**src/rtl/riu2_histogram.sv**
```systemverilog
`default_nettype none
//============================================================================
// Module      : riu2_histogram
// Description : Per-frame 10-bin histogram of riu2 codes. Codes qualified by
//               done_i are counted in ACCUM. On progress_done_i the bins are
//               drained serially over a valid/ready port, and each bin is
//               cleared as it is read.
// Revision    : 1.0 - initial release
//----------------------------------------------------------------------------
// Ports
//   clk             : system clock, rising edge
//   rst             : asynchronous active-low reset
//   done_i          : data_i valid this cycle
//   data_i          : riu2 code (0..NUM_BINS-1 valid)
//   progress_done_i : one-cycle frame-end pulse
//   hist_ready_i    : downstream accepts the current bin
//   hist_valid_o    : hist_bin_o / hist_count_o valid
//   hist_bin_o      : bin index being output
//   hist_count_o    : count of that bin
//   frame_done_o    : one-cycle pulse after the last bin is accepted
//   busy_o          : high while draining
//   sat_o           : sticky, some bin saturated this frame
//   lost_o          : sticky, a code or frame-end pulse was dropped
//============================================================================
module riu2_histogram #(
    parameter int NUM_BINS   = 10,
    parameter int CODE_WIDTH = 4,
    parameter int BIN_WIDTH  = 20
) (
    input  logic                  clk,
    input  logic                  rst,
    input  logic                  done_i,
    input  logic [CODE_WIDTH-1:0] data_i,
    input  logic                  progress_done_i,
    input  logic                  hist_ready_i,
    output logic                  hist_valid_o,
    output logic [CODE_WIDTH-1:0] hist_bin_o,
    output logic [BIN_WIDTH-1:0]  hist_count_o,
    output logic                  frame_done_o,
    output logic                  busy_o,
    output logic                  sat_o,
    output logic                  lost_o
);

    typedef enum logic [0:0] {
        ACCUM = 1'b0,
        DRAIN = 1'b1
    } state_e;

    localparam logic [BIN_WIDTH-1:0]  BIN_MAX     = '1;
    localparam logic [CODE_WIDTH:0]   NUM_BINS_C  = (CODE_WIDTH+1)'(NUM_BINS);
    localparam logic [CODE_WIDTH-1:0] LAST_BIN    = CODE_WIDTH'(NUM_BINS - 1);

    state_e                  state_q;
    logic [CODE_WIDTH-1:0]   k_q;
    logic                    hist_valid_q;
    logic [BIN_WIDTH-1:0]    hist_count_q;
    logic                    frame_done_q;
    logic                    sat_q;
    logic                    lost_q;
    logic [BIN_WIDTH-1:0]    bin_q [NUM_BINS];

    logic [BIN_WIDTH-1:0]    bin_d [NUM_BINS];
    logic [BIN_WIDTH-1:0]    next_count_d;
    logic [CODE_WIDTH-1:0]   k_inc_d;
    logic                    code_ok_d;
    logic                    count_en_d;
    logic                    sat_set_d;
    logic                    lost_set_d;

    assign code_ok_d  = ({1'b0, data_i} < NUM_BINS_C);
    assign count_en_d = done_i && (state_q == ACCUM) && code_ok_d;
    assign k_inc_d    = k_q + 1'b1;

    // Anything arriving while draining is dropped, as is an out-of-range code.
    assign lost_set_d = (done_i && ((state_q == DRAIN) || !code_ok_d)) ||
                        (progress_done_i && (state_q == DRAIN));

    // Incremented bin values; a full bin holds and flags saturation.
    always_comb begin
        sat_set_d = 1'b0;
        for (int i = 0; i < NUM_BINS; i++) begin
            bin_d[i] = bin_q[i];
            if (count_en_d && (data_i == CODE_WIDTH'(i))) begin
                if (bin_q[i] == BIN_MAX) begin
                    sat_set_d = 1'b1;
                end else begin
                    bin_d[i] = bin_q[i] + 1'b1;
                end
            end
        end
    end

    // Count of the bin presented after the current beat transfers.
    always_comb begin
        next_count_d = '0;
        for (int i = 0; i < NUM_BINS; i++) begin
            if (k_inc_d == CODE_WIDTH'(i)) begin
                next_count_d = bin_q[i];
            end
        end
    end

    always_ff @(posedge clk or negedge rst) begin
        if (!rst) begin
            state_q      <= ACCUM;
            k_q          <= '0;
            hist_valid_q <= 1'b0;
            hist_count_q <= '0;
            frame_done_q <= 1'b0;
            sat_q        <= 1'b0;
            lost_q       <= 1'b0;
            for (int i = 0; i < NUM_BINS; i++) begin
                bin_q[i] <= '0;
            end
        end else begin
            frame_done_q <= 1'b0;
            // Flags clear after the frame_done pulse, but a new set wins.
            sat_q  <= sat_set_d  || (sat_q  && !frame_done_q);
            lost_q <= lost_set_d || (lost_q && !frame_done_q);

            case (state_q)
                ACCUM: begin
                    for (int i = 0; i < NUM_BINS; i++) begin
                        bin_q[i] <= bin_d[i];
                    end
                    if (progress_done_i) begin
                        state_q      <= DRAIN;
                        k_q          <= '0;
                        hist_valid_q <= 1'b1;
                        // Use bin_d so a coincident code 0 is included.
                        hist_count_q <= bin_d[0];
                    end
                end
                DRAIN: begin
                    // hist_valid_q is always high in DRAIN, so ready alone
                    // marks a transfer.
                    if (hist_ready_i) begin
                        for (int i = 0; i < NUM_BINS; i++) begin
                            if (k_q == CODE_WIDTH'(i)) begin
                                bin_q[i] <= '0;
                            end
                        end
                        if (k_q == LAST_BIN) begin
                            state_q      <= ACCUM;
                            k_q          <= '0;
                            hist_valid_q <= 1'b0;
                            hist_count_q <= '0;
                            frame_done_q <= 1'b1;
                        end else begin
                            k_q          <= k_inc_d;
                            hist_count_q <= next_count_d;
                        end
                    end
                end
                default: begin
                    state_q <= ACCUM;
                end
            endcase
        end
    end

    assign hist_valid_o = hist_valid_q;
    assign hist_bin_o   = k_q;
    assign hist_count_o = hist_count_q;
    assign frame_done_o = frame_done_q;
    assign busy_o       = (state_q == DRAIN);
    assign sat_o        = sat_q;
    assign lost_o       = lost_q;

endmodule
`default_nettype wire

```
**config.mk**
```make
export PLATFORM = sky130hd
export DESIGN_NAME = riu2_histogram
export DESIGN_NICKNAME = d
export VERILOG_FILES = /design/src/rtl/riu2_histogram.sv
export SDC_FILE = /design/constraint.sdc
export NUM_CORES = 1
export LEC_CHECK = 0
export ABC_AREA = 1
export CORE_MARGIN = 3
export CORE_UTILIZATION = 35
export DETAILED_ROUTE_END_ITERATION = 10
export SKIP_CTS_REPAIR_TIMING = 1
export SKIP_LAST_GASP = 1
export SYNTH_ARGS = -nofsm -noshare
export SYNTH_HDL_FRONTEND = slang
export SYNTH_SLANG_ARGS = --single-unit
```
**constraint.sdc**
```tcl
create_clock -name clk -period 2.1 [get_ports clk]
set_input_delay 0.315 -clock clk [delete_from_list [all_inputs] [get_ports clk]]
set_output_delay 0.315 -clock clk [all_outputs]
set_load 0.02 [all_outputs]
```
Word level (Yosys, flattened, before mapping)
Cells that the tools add are included.

Register bits: 229. Output and inout port bits: 29.

$add $sub $neg: 11. $lt $le $gt $ge: 1. Equal/unequal tests: 67. Mux-type cells: 81. Bitwise logic cells: 1. Reductions and logical operators: 37.

Operators with widths (count): $mux W20 (43); $pmux W200 S2 (1); $add A20 B1 Y20 const B (10); $eq A20 B20 Y1 const B (10); $mux W200 (1); $eq A4 B3 Y1 const B (12); $pmux W20 S2 (1); $ne A2 B1 Y1 const B (19); $reduce_and A4 Y1 (9); $mux W1 (29); $eq A4 B2 Y1 const B (6); $eq A4 B4 Y1 const B (6); $ne A2 B2 Y1 const B (11); $logic_and A1 B1 Y1 (16); $eq A4 B1 Y1 const B (3); $logic_not A4 Y1 (3); $mux W4 (3); $pmux W4 S2 (1); $add A4 B1 Y4 const B (1); $logic_or A1 B1 Y1 (4); $lt A4 B4 Y1 const B (1); $pmux W1 S2 (2); $reduce_and A2 Y1 (2); $reduce_and A3 Y1 (1); other kinds (2) (3).

Logic depth before layout (Yosys ltp)
Word-level depth: 24. Gate-level depth with buffers: 13. Mapped depth without buffers: 12.

Least setup slack after synthesis
No wires, ideal clock.

Path type: reg-to-reg. Start: reg bin_q[60] (netlist bit). End: reg bin_q[76] (netlist bit). Setup time: 0.127 ns. Arrival: 1.675 ns. Path slack: 0.299 ns. Stages on the path, launching flop included: 11. Path buffers: 1. Clock period less this slack: 1.801 ns. Cells stage by stage: dfrtp_1 -> ha_1 -> nand2_1 -> nor3_2 -> and2_1 -> nand4_1 -> nand4_1 -> nand2_2 -> buf_2 -> nand3_1 -> o21ai_0.

Longest elaborated chain between the ends: 4.

Ends and longest elaborated chain: start: declaration (RTL line 61) `logic [BIN_WIDTH-1:0] bin_q [NUM_BINS];`; start signal: indexed assignment (RTL line 125) `bin_q[i] <= bin_d[i];`; $add A20 B1 Y20 (RTL line 88) `bin_d[i] = bin_q[i] + 1'b1;`; $mux W20 (RTL line 85) `if (bin_q[i] == BIN_MAX) begin`; $mux W20 (RTL line 84) `if (count_en_d && (data_i == CODE_WIDTH'(i))) begin`; $pmux W200 S2 (RTL line 122) `case (state_q)`.

Several ways; a longest one is shown, not always the timed one. The select of a mux whose other input is x is not followed. A chain may end at the register's enable or synchronous reset.

Worst setup path after layout
Start: reg k_q[2], in the netlist hist_bin_o[2]. End: reg hist_count_q[9], in the netlist hist_count_o[9].

Longest elaborated chain between the ends: 15.

Ends and longest elaborated chain: start: declaration (RTL line 55) `logic [CODE_WIDTH-1:0] k_q;`; start signal: assignment (RTL line 151) `k_q <= k_inc_d;`; $add A4 B1 Y4 (RTL line 73) `assign k_inc_d = k_q + 1'b1;`; $logic_not A4 Y1 (RTL line 98) `if (k_inc_d == CODE_WIDTH'(i)) begin`; $mux W20 (10 in series) (RTL line 98); $mux W20 (*) (RTL line 144) `if (k_q == LAST_BIN) begin`; $mux W20 (*) (RTL line 138) `if (hist_ready_i) begin`; $pmux W20 S2 (*) (RTL line 122); end signal: assignment (RTL line 132) `hist_count_q <= bin_d[0];`; end signal: assignment (RTL line 152) `hist_count_q <= next_count_d;`; end: declaration (RTL line 57) `logic [BIN_WIDTH-1:0] hist_count_q;`.

Mark *: on every way between the ends. The rest lies on a longest branch, timed or not. The select of a mux whose other input is x is not followed.

==> PnR_summary.wiki <==
{| class="wikitable"
! Metric !! Value
|-
| Total of flip-flops plus latches after synthesis || 229
|-
| Internal power consumption || 10.97 mW
|-
| Final RePlAce weighted congestion || 0.9551
|-
| Count of final max-slew check failures || 0
|-
| Clock tree from TritonCTS || done
|-
| Total length of routed wires || 59,380 um
|-
| Part of the power in the clock network || 0.251
|-
| Total of max-cap violations || 0
|-
| Synthesis Warnings || 0
|-
| Root buffer cell || sky130_fd_sc_hd__clkbuf_16
|-
| First-pass GRT wire length || 92,120 um
|-
| Largest area contributor in the synthesized netlist || sky130_fd_sc_hd__dfrtp_1
|-
| Setup skew after layout || 0.02929 ns
|-
| RSZ-0062 raised after global routing || true
|-
| Detailed-routing iteration count for the pre-antenna-repair pass || 6
|-
| P per Cell Area || 965.6 nW/um2
|-
| Remaining max-slew budget at the tightest pin || 0.5858
|-
| VDD IR-drop max || 0.7800 mV
|-
| Nets || 2,634
|-
| Worst Setup SP || hist_bin_o[2]
|-
| Via Count || 17,340
|-
| Type of destination of the critical path || register
|-
| Total grt overflow || 0
|-
| Netlist cell types || 42
|-
| Share of final-layout standard cells stronger than drive strength 1 || 0.1605
|-
| Kind of critical path || register to register
|-
| M1 wire length || 27,230 um
|-
| Highest Signal Layer || met4
|-
| Core box area || 44,700 um2
|-
| Nets in the synthesized netlist || 2,385
|-
| Proportion of total power due to net switching || 0.4349
|-
| Most frequently used cell type in the post-synthesis netlist || sky130_fd_sc_hd__nand2_1
|-
| Pin slew with the least headroom to its limit || 0.6190 ns
|-
| Total net switching power || 8.442 mW
|-
| CP max FO || 19
|-
| Final critical-path setup slack || -0.008494 ns
|-
| Clock latency reported for the late side of the worst-skew pair || 0.58 ns
|-
| Comb power frac || 0.410
|-
| Average cell area after synthesis || 6.770 um2
|-
| Final cycle utilization of the critical path || 1.004
|-
| Launching point of the worst reg2reg path || hist_bin_o[2]
|-
| Number of DRC markers in iteration 0 || 1,705
|-
| Final setup violation count || 1
|-
| Largest net degree at the start of global routing || 61
|-
| Final Hold Vio Count || 0
|-
| Metal3 WL || 4171 um
|-
| Die extent in x || 219.9 um
|-
| Post-route antenna net violation count || 0
|-
| Violated checks || setup timing
|-
| Via-to-Cell Ratio || 5.374
|-
| Startpoint kind of the worst setup timing path || register
|-
| Async set-reset flop share out of synthesis || 1.000
|-
| Clk pin slew, worst setup/hold paths || 0.07 ns
|-
| Post-layout power || 19.41 mW
|-
| Count of cells along the worst register-to-register path || 11
|-
| Vias in the first global route || 16,390
|-
| DRC Markers || 0
|-
| Critical Path RT || 2.55 ns
|-
| Die outline area || 48,370 um2
|-
| Maximum level of the CTS H-tree || 1
|-
| Sequential group share of total power || 0.339
|-
| Leakage power of the design || 8.420 nW
|-
| Number of clock sinks || 229
|-
| Buffers added on ports || 37
|-
| Number of standard-cell rows in the floorplan || 77
|-
| Final routed wire length divided by cell count || 18.40 um
|-
| Boundary Pins || 38
|-
| F_max || 474.3 MHz
|-
| Run status || finished with violations
|-
| CTS buffer count || 28
|-
| Initial Utilization || 0.3583
|-
| Arrival time of the worst setup path || 2.56 ns
|-
| Maximum number of buffers from clock root to sink || 3
|-
| Most area-consuming cells after synthesis || sky130_fd_sc_hd__dfrtp_1 36%, sky130_fd_sc_hd__nand2_1 14%, sky130_fd_sc_hd__nand3_1 7.0%
|-
| Number of enable flip-flop cells after synthesis || 0
|-
| Share of the yosys chip area belonging to registers || 0.3578
|-
| Setup Total Neg Slack || -0.008494 ns
|-
| # diodes || 0
|-
| Overall Global Routing Usage || 0.2409
|-
| Share of Yosys cell area claimed by the top area cell type || 0.3578
|-
| Area of combinational cells with multiple inputs || 8921 um2
|-
| Fill count || 4,578
|-
| Number of antenna violations at the first check in global routing || 1
|-
| Top cells by count, synth || 578 x sky130_fd_sc_hd__nand2_1, 274 x sky130_fd_sc_hd__inv_1, 232 x sky130_fd_sc_hd__nor2_1, 229 x sky130_fd_sc_hd__dfrtp_1, 224 x sky130_fd_sc_hd__nand3_1
|-
| Area added between synthesis and finish || 25.50%
|-
| Final core utilization || 0.4497
|-
| Post-synthesis cell area || 16,020 um2
|-
| Synthesized instance count || 2,366
|-
| Most used flip-flop cell after synthesis || sky130_fd_sc_hd__dfrtp_1
|-
| Combined flip-flop and latch cell area || 5737 um2
|-
| Die height || 219.9 um
|-
| Class of the worst hold path || input pin to async pin
|-
| Detailed placement HPWL || 45,500 um
|-
| Worst hold margin || 0.2346 ns
|-
| Wire length on met2 || 26,130 um
|-
| Clock period minus final worst setup slack || 2.108 ns
|}
## power by group through the flow
stage	Clock, mW	Combinational (mW)	Sequential (mW)
floorplan	0	3.78	6.64
global placement	0	7.57	6.57
detailed placement	0	7.64	6.58
CTS	4.94	7.67	6.52
global route	5.12	8.67	6.71
finish	4.88	7.96	6.58
## final timing paths
check	endpoint	slack (ns)
worst max-delay path	hist_count_o[9]	-0.008
worst min-delay path	bin_q[150]	0.23
worst max register to register	hist_count_o[9]	-0.008
worst min register to register	hist_valid_o	0.48
max in group asynchronous	bin_q[2]	1.19
min in group clk	hist_valid_o	0.48
## cell type report
class,instances,area share
multi-input combinational,1752,0.4438
sequential,229,0.2854
timing repair buffer,305,0.1326
inverter,299,0.05689
clock buffer,38,0.03921
tap,592,0.03685
clock inverter,12,0.005291
## registers in the layout, indices dropped and copies added (netlist names)
| signal | cells |
|---|---|
| hist_valid_o | 1 |
| busy_o | 1 |
| bin_q | 200 |
| sat_o | 1 |
| hist_count_o | 20 |
| frame_done_o | 1 |
| lost_o | 1 |
| hist_bin_o | 4 |
## through the flow
step                instances  worst slack (ns)  cell area [um2]
finish                   3227         -0.008494            20100
global route             3227          -0.07729            20100
CTS                      3213           -0.3161            19780
detailed placement       3163           -0.5630            18880
global placement         3163           -0.5178            18880
floorplan                2366            0.2987            16020
## worst max-delay path, cell delays in order (launching register included)
cell and delay [ns]:
sky130_fd_sc_hd__dfrtp_2 0.46, sky130_fd_sc_hd__inv_2 0.15, sky130_fd_sc_hd__nor2_2 0.08, sky130_fd_sc_hd__buf_12 0.15
sky130_fd_sc_hd__nand3_1 0.08, sky130_fd_sc_hd__nand3_1 0.08, sky130_fd_sc_hd__nor2_1 0.32, sky130_fd_sc_hd__nand3_1 0.13
sky130_fd_sc_hd__nand2_1 0.13, sky130_fd_sc_hd__nand3b_1 0.18, sky130_fd_sc_hd__nand2_1 0.15, sky130_fd_sc_hd__a21oi_1 0.07
## cells in the final DEF (no fill, tap or decap), drive strengths merged, types with 9 or more instances in the layout
master / instances
a21oi: 79
buf: 268
clkbuf: 38
clkdlybuf4s50: 32
clkinv: 12
dfrtp: 229
ha: 10
inv: 294
nand2: 584
nand3: 224
nand3b: 20
nand4: 108
nor2: 247
nor3: 97
nor3b: 10
nor4: 11
o211ai: 10
o21ai: 174
o31ai: 57
or2: 9
xnor2: 13
xor2: 82
## cell families after synthesis
group                    Yosys count  share of synthesized area
AO/OA/AOI/OAI                    334                     0.1172
XOR/XNOR                          95                    0.05195
adder cells (fa/ha/maj)           10                   0.007811
buffers and inverters            389                    0.09709
flip-flops                       229                     0.3578
AND/OR/NAND/NOR                 1309                     0.3682
## metal layers
| metal | global-route usage | up-vias |
|---|---|---|
| li1 | - | 8330 |
| met4 | 0.07019 | 0 |
| met3 | 0.03682 | 117 |
| met5 | 0 | - |
| met2 | 0.3742 | 634 |
| met1 | 0.3466 | 8260 |
(Power assumes the default switching activity.)
